<file path="src/rtl/int_alu_fu_pkg.sv">
// Shared types for the integer ALU functional unit: the alu_op_t opcode
// enum and a helper that classifies branch opcodes.
package int_alu_fu_pkg;

    localparam int unsigned ALU_OP_W = 4;

    typedef enum logic [ALU_OP_W-1:0] {
        OP_ADD  = 4'd0,
        OP_SUB  = 4'd1,
        OP_SLT  = 4'd2,
        OP_SLTU = 4'd3,
        OP_BEQ  = 4'd4,
        OP_BNE  = 4'd5,
        OP_BLT  = 4'd6,
        OP_BGE  = 4'd7,
        OP_BLTU = 4'd8,
        OP_BGEU = 4'd9
    } alu_op_t;

    // Branch opcodes produce a zero result and a condition bit
    function automatic logic is_branch(alu_op_t op);
        return op inside {OP_BEQ, OP_BNE, OP_BLT, OP_BGE, OP_BLTU, OP_BGEU};
    endfunction

endpackage

</file>
<file path="src/rtl/alu_core.sv">
// Combinational add/sub/compare core.
// Ports: op (alu_op_t), rs1/rs2 (XLEN operands) -> result_c (XLEN),
// br_taken_c (branch condition, 0 for non-branches).
// All compares come from one subtraction: signed less-than is
// negative ^ overflow, unsigned less-than is the borrow out of rs1 - rs2.
module alu_core
    import int_alu_fu_pkg::*;
#(
    parameter int unsigned XLEN = 32
) (
    input  alu_op_t          op,
    input  logic [XLEN-1:0]  rs1,
    input  logic [XLEN-1:0]  rs2,
    output logic [XLEN-1:0]  result_c,
    output logic             br_taken_c
);

    logic [XLEN:0]   diff_ext;
    logic [XLEN-1:0] sum;
    logic [XLEN-1:0] diff;
    logic            zero;
    logic            negative;
    logic            overflow;
    logic            borrow;
    logic            lt_s;
    logic            lt_u;

    // Flag generation from rs1 + ~rs2 + 1; the extra bit is the carry out
    always_comb begin
        sum      = rs1 + rs2;
        diff_ext = {1'b0, rs1} + {1'b0, ~rs2} + (XLEN+1)'(1);
        diff     = diff_ext[XLEN-1:0];
        borrow   = ~diff_ext[XLEN];
        zero     = (diff == '0);
        negative = diff[XLEN-1];
        overflow = (rs1[XLEN-1] != rs2[XLEN-1]) && (diff[XLEN-1] != rs1[XLEN-1]);
        lt_s     = negative ^ overflow;
        lt_u     = borrow;
    end

    // Result and branch-condition select; undefined opcodes fall back to ADD
    always_comb begin
        result_c   = sum;
        br_taken_c = 1'b0;
        case (op)
            OP_SUB:  result_c   = diff;
            OP_SLT:  result_c   = XLEN'(lt_s);
            OP_SLTU: result_c   = XLEN'(lt_u);
            OP_BEQ:  br_taken_c = zero;
            OP_BNE:  br_taken_c = ~zero;
            OP_BLT:  br_taken_c = lt_s;
            OP_BGE:  br_taken_c = ~lt_s;
            OP_BLTU: br_taken_c = lt_u;
            OP_BGEU: br_taken_c = ~lt_u;
            default: result_c   = sum;
        endcase
        if (is_branch(op)) begin
            result_c = '0;
        end
    end

endmodule

</file>
<file path="src/rtl/int_alu_fu.sv">
// Pipelined integer ALU functional unit with valid/ready issue and
// valid/yumi retirement towards the CDB.
// Ports: clk, reset (sync, active-high); issue side valid_in, ready, op,
// rs1, rs2, rob_tag; result side valid_out, yumi_in, out_rob, out_result,
// out_br_taken, out_from_mem (always 0).
// Optional macro ALU_FLUSH_EN adds input flush, which empties the pipe at
// the next edge and blocks acceptance in that cycle.
// The result is computed combinationally at issue and then carried through
// STAGES (1..4) valid-qualified register stages; out_* are the last stage.
module int_alu_fu
    import int_alu_fu_pkg::*;
#(
    parameter int unsigned XLEN   = 32,
    parameter int unsigned ROB_W  = 4,
    parameter int          STAGES = 2
) (
    input  logic             clk,
    input  logic             reset,
    input  logic             valid_in,
    output logic             ready,
    input  alu_op_t          op,
    input  logic [XLEN-1:0]  rs1,
    input  logic [XLEN-1:0]  rs2,
    input  logic [ROB_W-1:0] rob_tag,
    output logic             valid_out,
    input  logic             yumi_in,
`ifdef ALU_FLUSH_EN
    input  logic             flush,
`endif
    output logic [ROB_W-1:0] out_rob,
    output logic [XLEN-1:0]  out_result,
    output logic             out_br_taken,
    output logic             out_from_mem
);

    localparam int LAST = STAGES - 1;

    logic             flush_w;
    logic             accept;
    logic [XLEN-1:0]  alu_result;
    logic             alu_br_taken;
    logic [STAGES-1:0] stage_valid;
    logic [STAGES-1:0] stage_br;
    logic [STAGES-1:0] stage_en;
    logic [ROB_W-1:0] stage_rob [STAGES];
    logic [XLEN-1:0]  stage_res [STAGES];

`ifdef ALU_FLUSH_EN
    assign flush_w = flush;
`else
    assign flush_w = 1'b0;
`endif

    alu_core #(
        .XLEN (XLEN)
    ) u_alu_core (
        .op         (op),
        .rs1        (rs1),
        .rs2        (rs2),
        .result_c   (alu_result),
        .br_taken_c (alu_br_taken)
    );

    // Stage i may load when it is empty or its contents move on; the last
    // stage moves on only when the CDB takes the result
    always_comb begin
        logic adv;
        stage_en       = '0;
        adv            = ~stage_valid[LAST] | yumi_in;
        stage_en[LAST] = adv;
        for (int i = STAGES - 2; i >= 0; i--) begin
            adv         = ~stage_valid[i] | adv;
            stage_en[i] = adv;
        end
    end

    assign ready  = stage_en[0] & ~flush_w;
    assign accept = valid_in & ready;

    for (genvar i = 0; i < STAGES; i++) begin : g_stage
        logic             valid_q;
        logic             valid_d;
        logic             br_q;
        logic             br_d;
        logic [ROB_W-1:0] rob_q;
        logic [ROB_W-1:0] rob_d;
        logic [XLEN-1:0]  res_q;
        logic [XLEN-1:0]  res_d;
        logic             in_valid;
        logic             in_br;
        logic [ROB_W-1:0] in_rob;
        logic [XLEN-1:0]  in_res;

        if (i == 0) begin : g_head
            assign in_valid = accept;
            assign in_br    = alu_br_taken;
            assign in_rob   = rob_tag;
            assign in_res   = alu_result;
        end else begin : g_link
            assign in_valid = stage_valid[i-1];
            assign in_br    = stage_br[i-1];
            assign in_rob   = stage_rob[i-1];
            assign in_res   = stage_res[i-1];
        end

        // Hold while stalled; flush drops every in-flight op
        always_comb begin
            valid_d = valid_q;
            br_d    = br_q;
            rob_d   = rob_q;
            res_d   = res_q;
            if (flush_w) begin
                valid_d = 1'b0;
            end else if (stage_en[i]) begin
                valid_d = in_valid;
                br_d    = in_br;
                rob_d   = in_rob;
                res_d   = in_res;
            end
        end

        always_ff @(posedge clk) begin
            if (reset) begin
                valid_q <= 1'b0;
                br_q    <= 1'b0;
                rob_q   <= '0;
                res_q   <= '0;
            end else begin
                valid_q <= valid_d;
                br_q    <= br_d;
                rob_q   <= rob_d;
                res_q   <= res_d;
            end
        end

        assign stage_valid[i] = valid_q;
        assign stage_br[i]    = br_q;
        assign stage_rob[i]   = rob_q;
        assign stage_res[i]   = res_q;
    end

    assign valid_out    = stage_valid[LAST];
    assign out_rob      = stage_rob[LAST];
    assign out_result   = stage_res[LAST];
    assign out_br_taken = stage_br[LAST];
    assign out_from_mem = 1'b0;

endmodule
</file>
<file path="config.mk">
export PLATFORM = sky130hd
export DESIGN_NAME = int_alu_fu
export DESIGN_NICKNAME = d
export VERILOG_FILES = /design/src/rtl/int_alu_fu_pkg.sv /design/src/rtl/alu_core.sv /design/src/rtl/int_alu_fu.sv
export SDC_FILE = /design/constraint.sdc
export NUM_CORES = 1
export LEC_CHECK = 0
export CAP_MARGIN = 15
export CORE_MARGIN = 5
export CORE_UTILIZATION = 30
export DETAILED_ROUTE_END_ITERATION = 8
export GPL_ROUTABILITY_DRIVEN = 0
export PLACE_DENSITY = 0.53
export SETUP_SLACK_MARGIN = 0.15
export SLEW_MARGIN = 20
export SYNTH_ARGS = -nofsm -noshare
export SYNTH_HDL_FRONTEND = slang
export SYNTH_SLANG_ARGS = --single-unit
</file>
<file path="constraint.sdc">
create_clock -name clk -period 4.3 [get_ports clk]
set_clock_uncertainty 0.05 [all_clocks]
set_input_delay 0.43 -clock clk [delete_from_list [all_inputs] [get_ports clk]]
set_output_delay 0.43 -clock clk [all_outputs]
set_load 0.02 [all_outputs]
</file>
After elaboration in Yosys (flattened, before gate mapping)
Index checks and enable logic that the tools add are counted.
{"block": "word_totals", "ff_bits": 76, "input_bits": 76, "output_inout_bits": 40, "wordCells": 38}
{"block": "classes", "add_sub_neg": 3, "eq_ne": 11, "mux": 3, "bitwise": 10, "reduce_logical": 3}
{"op": "case mux 32 bit (3 select lines)", "n": 1}
{"op": "adder 32 x 32 -> 33 bit", "n": 1}
{"op": "adder 33 x 1 -> 33 bit, second input constant", "n": 1}
{"op": "adder 32 bit", "n": 1}
{"op": "zero test 32 bit", "n": 1}
{"op": "2-to-1 mux 32 bit", "n": 1}
{"op": "inverter 32 bit", "n": 1}
{"op": "== test 4 x 3 -> 1 bit, second input constant", "n": 4}
{"op": "== test 4 x 2 -> 1 bit, second input constant", "n": 2}
{"op": "== test 4 bit, second input constant", "n": 2}
{"op": "case mux 1 bit (6 select lines)", "n": 1}
{"op": "nonzero test 6 bit", "n": 1}
{"op": "inverter 1 bit", "n": 5}
{"op": "== test 4 x 1 -> 1 bit, second input constant", "n": 1}
{"op": "!= test 1 bit", "n": 2}
{"op": "OR 1 bit", "n": 2}
{"op": "AND 1 bit", "n": 1}
{"op": "logical AND 1 bit", "n": 1}
{"op": "XOR 1 bit", "n": 1}

Depth between registers and ports, before layout
{"block": "depth", "word_depth": 8, "depth_mapped": 22, "depth_no_buf": 21}

Modules after synthesis
A second synthesis with hierarchy kept.
{"block": "unflattened", "cells_unflattened": 1012, "area_unflattened_um2": 7250.7}
{"module": "alu_core", "instances": 1, "cells_per_inst": 680, "area_each_um2": 4455.5, "seq_area_each_um2": 0.0}
{"module": "int_alu_fu", "instances": 1, "cells_per_inst": 332, "area_each_um2": 2795.2, "seq_area_each_um2": 1521.5}

Worst setup path after synthesis
No wires, ideal clock.
{"block": "synth_path", "path_type": "in2reg", "start": "input port rs2[9]", "end": "register g_stage[0].br_q", "setup_ns": 0.126, "arrival_time_ns": 4.033, "required_time_ns": 4.124, "slack_ns": 0.091, "stages": 22, "path_buffers": 1, "path_cell_list": "inv_1 ha_1 buf_2 inv_1 o31ai_2 a41oi_2 o211a_1 o21ai_2 a31oi_1 o21ai_0 a21oi_1 nor2_1 nor2_1 fa_1 nand3_1 nor4_1 nand4_1 nor4b_1 and4_1 nand4_1 mux2i_1 o21ai_1"}
{"block": "synth_via", "elab_chain_cells": 8, "word_cells_on_any_way": 11, "classes_between": "add/sub (2); eq/ne (1); mux (1); bitwise (5); reduce/logical (2)"}
{"item": "from (decl)", "line": "int_alu_fu.sv:23", "rtl": "input logic [XLEN-1:0] rs2,"}
{"item": "inverter 32 bit (*)", "line": "alu_core.sv:31", "rtl": "diff_ext = {1'b0, rs1} + {1'b0, ~rs2} + (XLEN+1)'(1);"}
{"item": "adder 32 x 32 -> 33 bit (*)", "line": "alu_core.sv:31"}
{"item": "adder 33 x 1 -> 33 bit (*)", "line": "alu_core.sv:31"}
{"item": "!= test 1 bit", "line": "alu_core.sv:36", "rtl": "overflow = (rs1[XLEN-1] != rs2[XLEN-1]) && (diff[XLEN-1] != rs1[XLEN-1]);"}
{"item": "logical AND 1 bit", "line": "alu_core.sv:36"}
{"item": "XOR 1 bit", "line": "alu_core.sv:37", "rtl": "lt_s = negative ^ overflow;"}
{"item": "inverter 1 bit", "line": "alu_core.sv:52", "rtl": "OP_BGE: br_taken_c = ~lt_s;"}
{"item": "case mux 1 bit (6 select lines) (*)", "line": "alu_core.sv:45", "rtl": "case (op)"}
{"item": "to (signal assigned)", "line": "int_alu_fu.sv:130", "rtl": "br_q <= br_d;"}
{"item": "to (decl)", "line": "int_alu_fu.sv:83", "rtl": "logic br_q;"}
Mark *: on every way between the ends. The rest lies on a longest branch, timed or not.
A chain may end at the register's enable or synchronous reset.

Worst setup path after layout
{"block": "layout_path", "start": "input port rs2[16]", "end": "register g_stage[0].br_q"}
The elaborated chain is that of the path after synthesis.

==> impl_results.md <==
* Status: finished clean
* Fin worst setup slack at around 100 ps
* Dpl ws at -549 ps
* Placed Cells at between 1000 and 1500
* Syn nets at around 1100
* Global-route wire length before repair at approximately 39 mm
* Fin nets at 1323
* Sequential fraction of the synthesis area at 0.217
* Router iterations before antenna repair at 5
* Bufs on Longest Clock Path at 2
* Overflow after GRT at 0
* Syn-to-layout area delta at 39.8%
* PD cells at approximately 270 nW/um^2
* Mapped cell area at 7010 sq um
* Most common flop cell mapped by yosys: dfxtp_1
* Hold Fails Final Rpt at 0
* CTS tree: yes
* Worst ir drop on vdd at 0.163 mV
* Fmax at 0.238 GHz
* Yosys top cell by area: dfxtp_1
* Maxcap violations at 0
* Detailed Place HPWL at 19.4 mm
* Core area at about 23000 sq um
* Aggregate global-route resource usage at 0.180
* Worst slew pin tran at between 700 and 800 ps
* Yosys warns at 0
* Top-count cell post-synth: nand2_1
* Relative slew slack at 0.519
* Setup TNS at 0 ps
* Synth top area share at 0.217
* Effective utilization at floorplan at 0.301
* CP startpoint: rs2[16]
* Worst min path class: input pin to register
* Worst hold start: reset
* Period utilization at 0.977
* Row cnt at 56
* Cts hold-fix bufs at 0
* Minimum clock period at about 4200 ps
* Netlist cell types at between 70 and 80
* Syn Inst Count at 987
* # setup viols final at 0
* Number of flops mapped to enable cells by yosys at 0
* Routed vias at between 7000 and 8000
* DIE AREA at 26500 sq um
* Post-synth ARST share at 0
* FF-to-FF Start: valid_out$_SDFFE_PP0P_
* Fin. max-slew vios at 0
* Clk Tree Root Cell: clkbuf_16
* Post-route insts no fill at 1504
* Clk slew on worst S/H paths at about 50 ps
* Syn Area/Cell at approximately 7.1 sq um
* Wire per inst at ~16 microns
* Final wirelength at 24.3 mm
* RSZ-0062 raised after global routing: yes
* CP Launch Type: input pin
* Skew-Pair Late Insertion Delay at about 330 ps
* Initial antenna violation count at 0
* P_leak at between 3 and 4 nW
* Top cells by count, synth: nand2_1 (135), a21oi_1 (115), nor2_1 (93)
* Ratio of cells with drive above 1 in the final layout at 0.174
* Flops & latches, synth at between 70 and 80
* DRT antenna net count at 0
* Largest net degree at the start of global routing at 57
* Io pins at 116
* Antenna cells at 0
* Nature of the critical path endpoint: register
* Starting DRT DRC Count at between 600 and 700
* Critical path class: input pin to register
* CP Data Required Time at about 4500 ps
* Clock Sinks at 76
* IO buf count at approximately 110
* DRC viols at 0
* Vias per cell at about 5
* Worst-path maximum fanout at 4
* Area contributors post-synth: dfxtp_1 (22%), ha_1 (11%), a21oi_1 (8.2%), nand2_1 (7.2%), nor2_1 (5.0%)
* Die height at around 160 microns
* Clock buffer count from CTS at 9
* Die width at around 160 microns
* H-tree levels at 3
* WP data arrival at between 4000 and 5000 ps
* Fillers at 2462
* Vias in the first global route at between 7000 and 8000
[worst max-delay path, stage by stage]
cell and delay (ps):
clkdlybuf4s50_1 480, inv_1 70, ha_4 280, a21oi_2 80, o311a_1 400, o211a_1 170
o21ai_2 170, a31oi_1 110, o21ai_1 180, a21oi_1 90, nor2_1 90, nor2_1 60
fa_1 540, nand3_1 90, nor4_1 190, nand4_1 140, nor4b_2 220, and4_1 210
nand4_1 90, mux2i_1 180, o21ai_1 80
[state kept, by name (all words and copies together) (netlist names)]
name and cells:
g_stage.rob_q 4, valid_out 1, g_stage.valid_q 1, out_rob 4, g_stage.res_q 32, g_stage.br_q 1
out_br_taken 1, out_result 32
[through the flow]
stage               power (mW)  utilization  instance area, sq um  hold slack (ps)
floorplan                 1.43            -                  7030              375
global placement          1.89        0.397                  9240              388
detailed placement        1.89        0.397                  9240              391
CTS                       2.61        0.419                  9760              314
global route              2.77        0.421                  9800              327
finish                    2.60        0.421                  9800              329
[cell families after synthesis]
| group | Yosys count | share of synthesized area |
|---|---|---|
| buffers and inverters | 128 | 0.0732 |
| DFF | 76 | 0.217 |
| xor gates and xnor gates | 34 | 0.0425 |
| and+or+nand+nor | 356 | 0.232 |
| muxes | 7 | 0.0105 |
| AOI/OAI and AO/OA | 318 | 0.301 |
| adders and majority gates | 67 | 0.123 |
| other | 1 | 0.000535 |
[per-layer routing]
metal,wire [microns],global-route usage
met4,337,0.0396
met3,1260,0.0210
met1,12100,0.268
met5,0,0
met2,10600,0.277
[cell usage in the layout (no fill, tap or decap), drive strengths merged, types with 17 or more instances in the layout]
master and count:
nand3 18, dlygate4sd2 20, buf 128, xnor2 28, inv 69, nor2 94, dfxtp 76, ha 64
clkdlybuf4s50 92, nand2 135, nor3 26, a21oi 117, o21ai 62, a22oi 17
[power by group]
group          switching, mW  internal (mW)
clock network          0.266          0.405
logic                  0.634          0.513
registers             0.0261          0.754
[worst paths after layout]
path | cells past startpoint | end | slack (ps)
max reg2reg | 7 | g_stage[0].res_q[24]$_SDFFE_PP0N_ | 2120
max | 21 | g_stage[0].br_q$_SDFFE_PP0N_ | 100
min reg2reg | 2 | out_rob[2]$_SDFFE_PP0P_ | 400
min | 2 | g_stage[0].res_q[0]$_SDFFE_PP0N_ | 330
[final cells by class]
cell class	instances	area, sq um	share of cell area
clock buffers	14	254	0.0259
multi-input cells	783	5280	0.539
inverters	69	259	0.0264
flip-flops and latches	76	1520	0.155
repair buffers	241	2070	0.212
clock inverters	2	10.0	0.00102
well taps	319	399	0.0407
[timing repair]
item,4_1_cts,5_1_grt
pin swaps,23,0
endpoints found under the hold margin,0,0
buffers inserted,3,0
endpoints found under the setup margin,1,1
resized for setup,64,6
No activity file was read; power rests on OpenSTA's default activity.
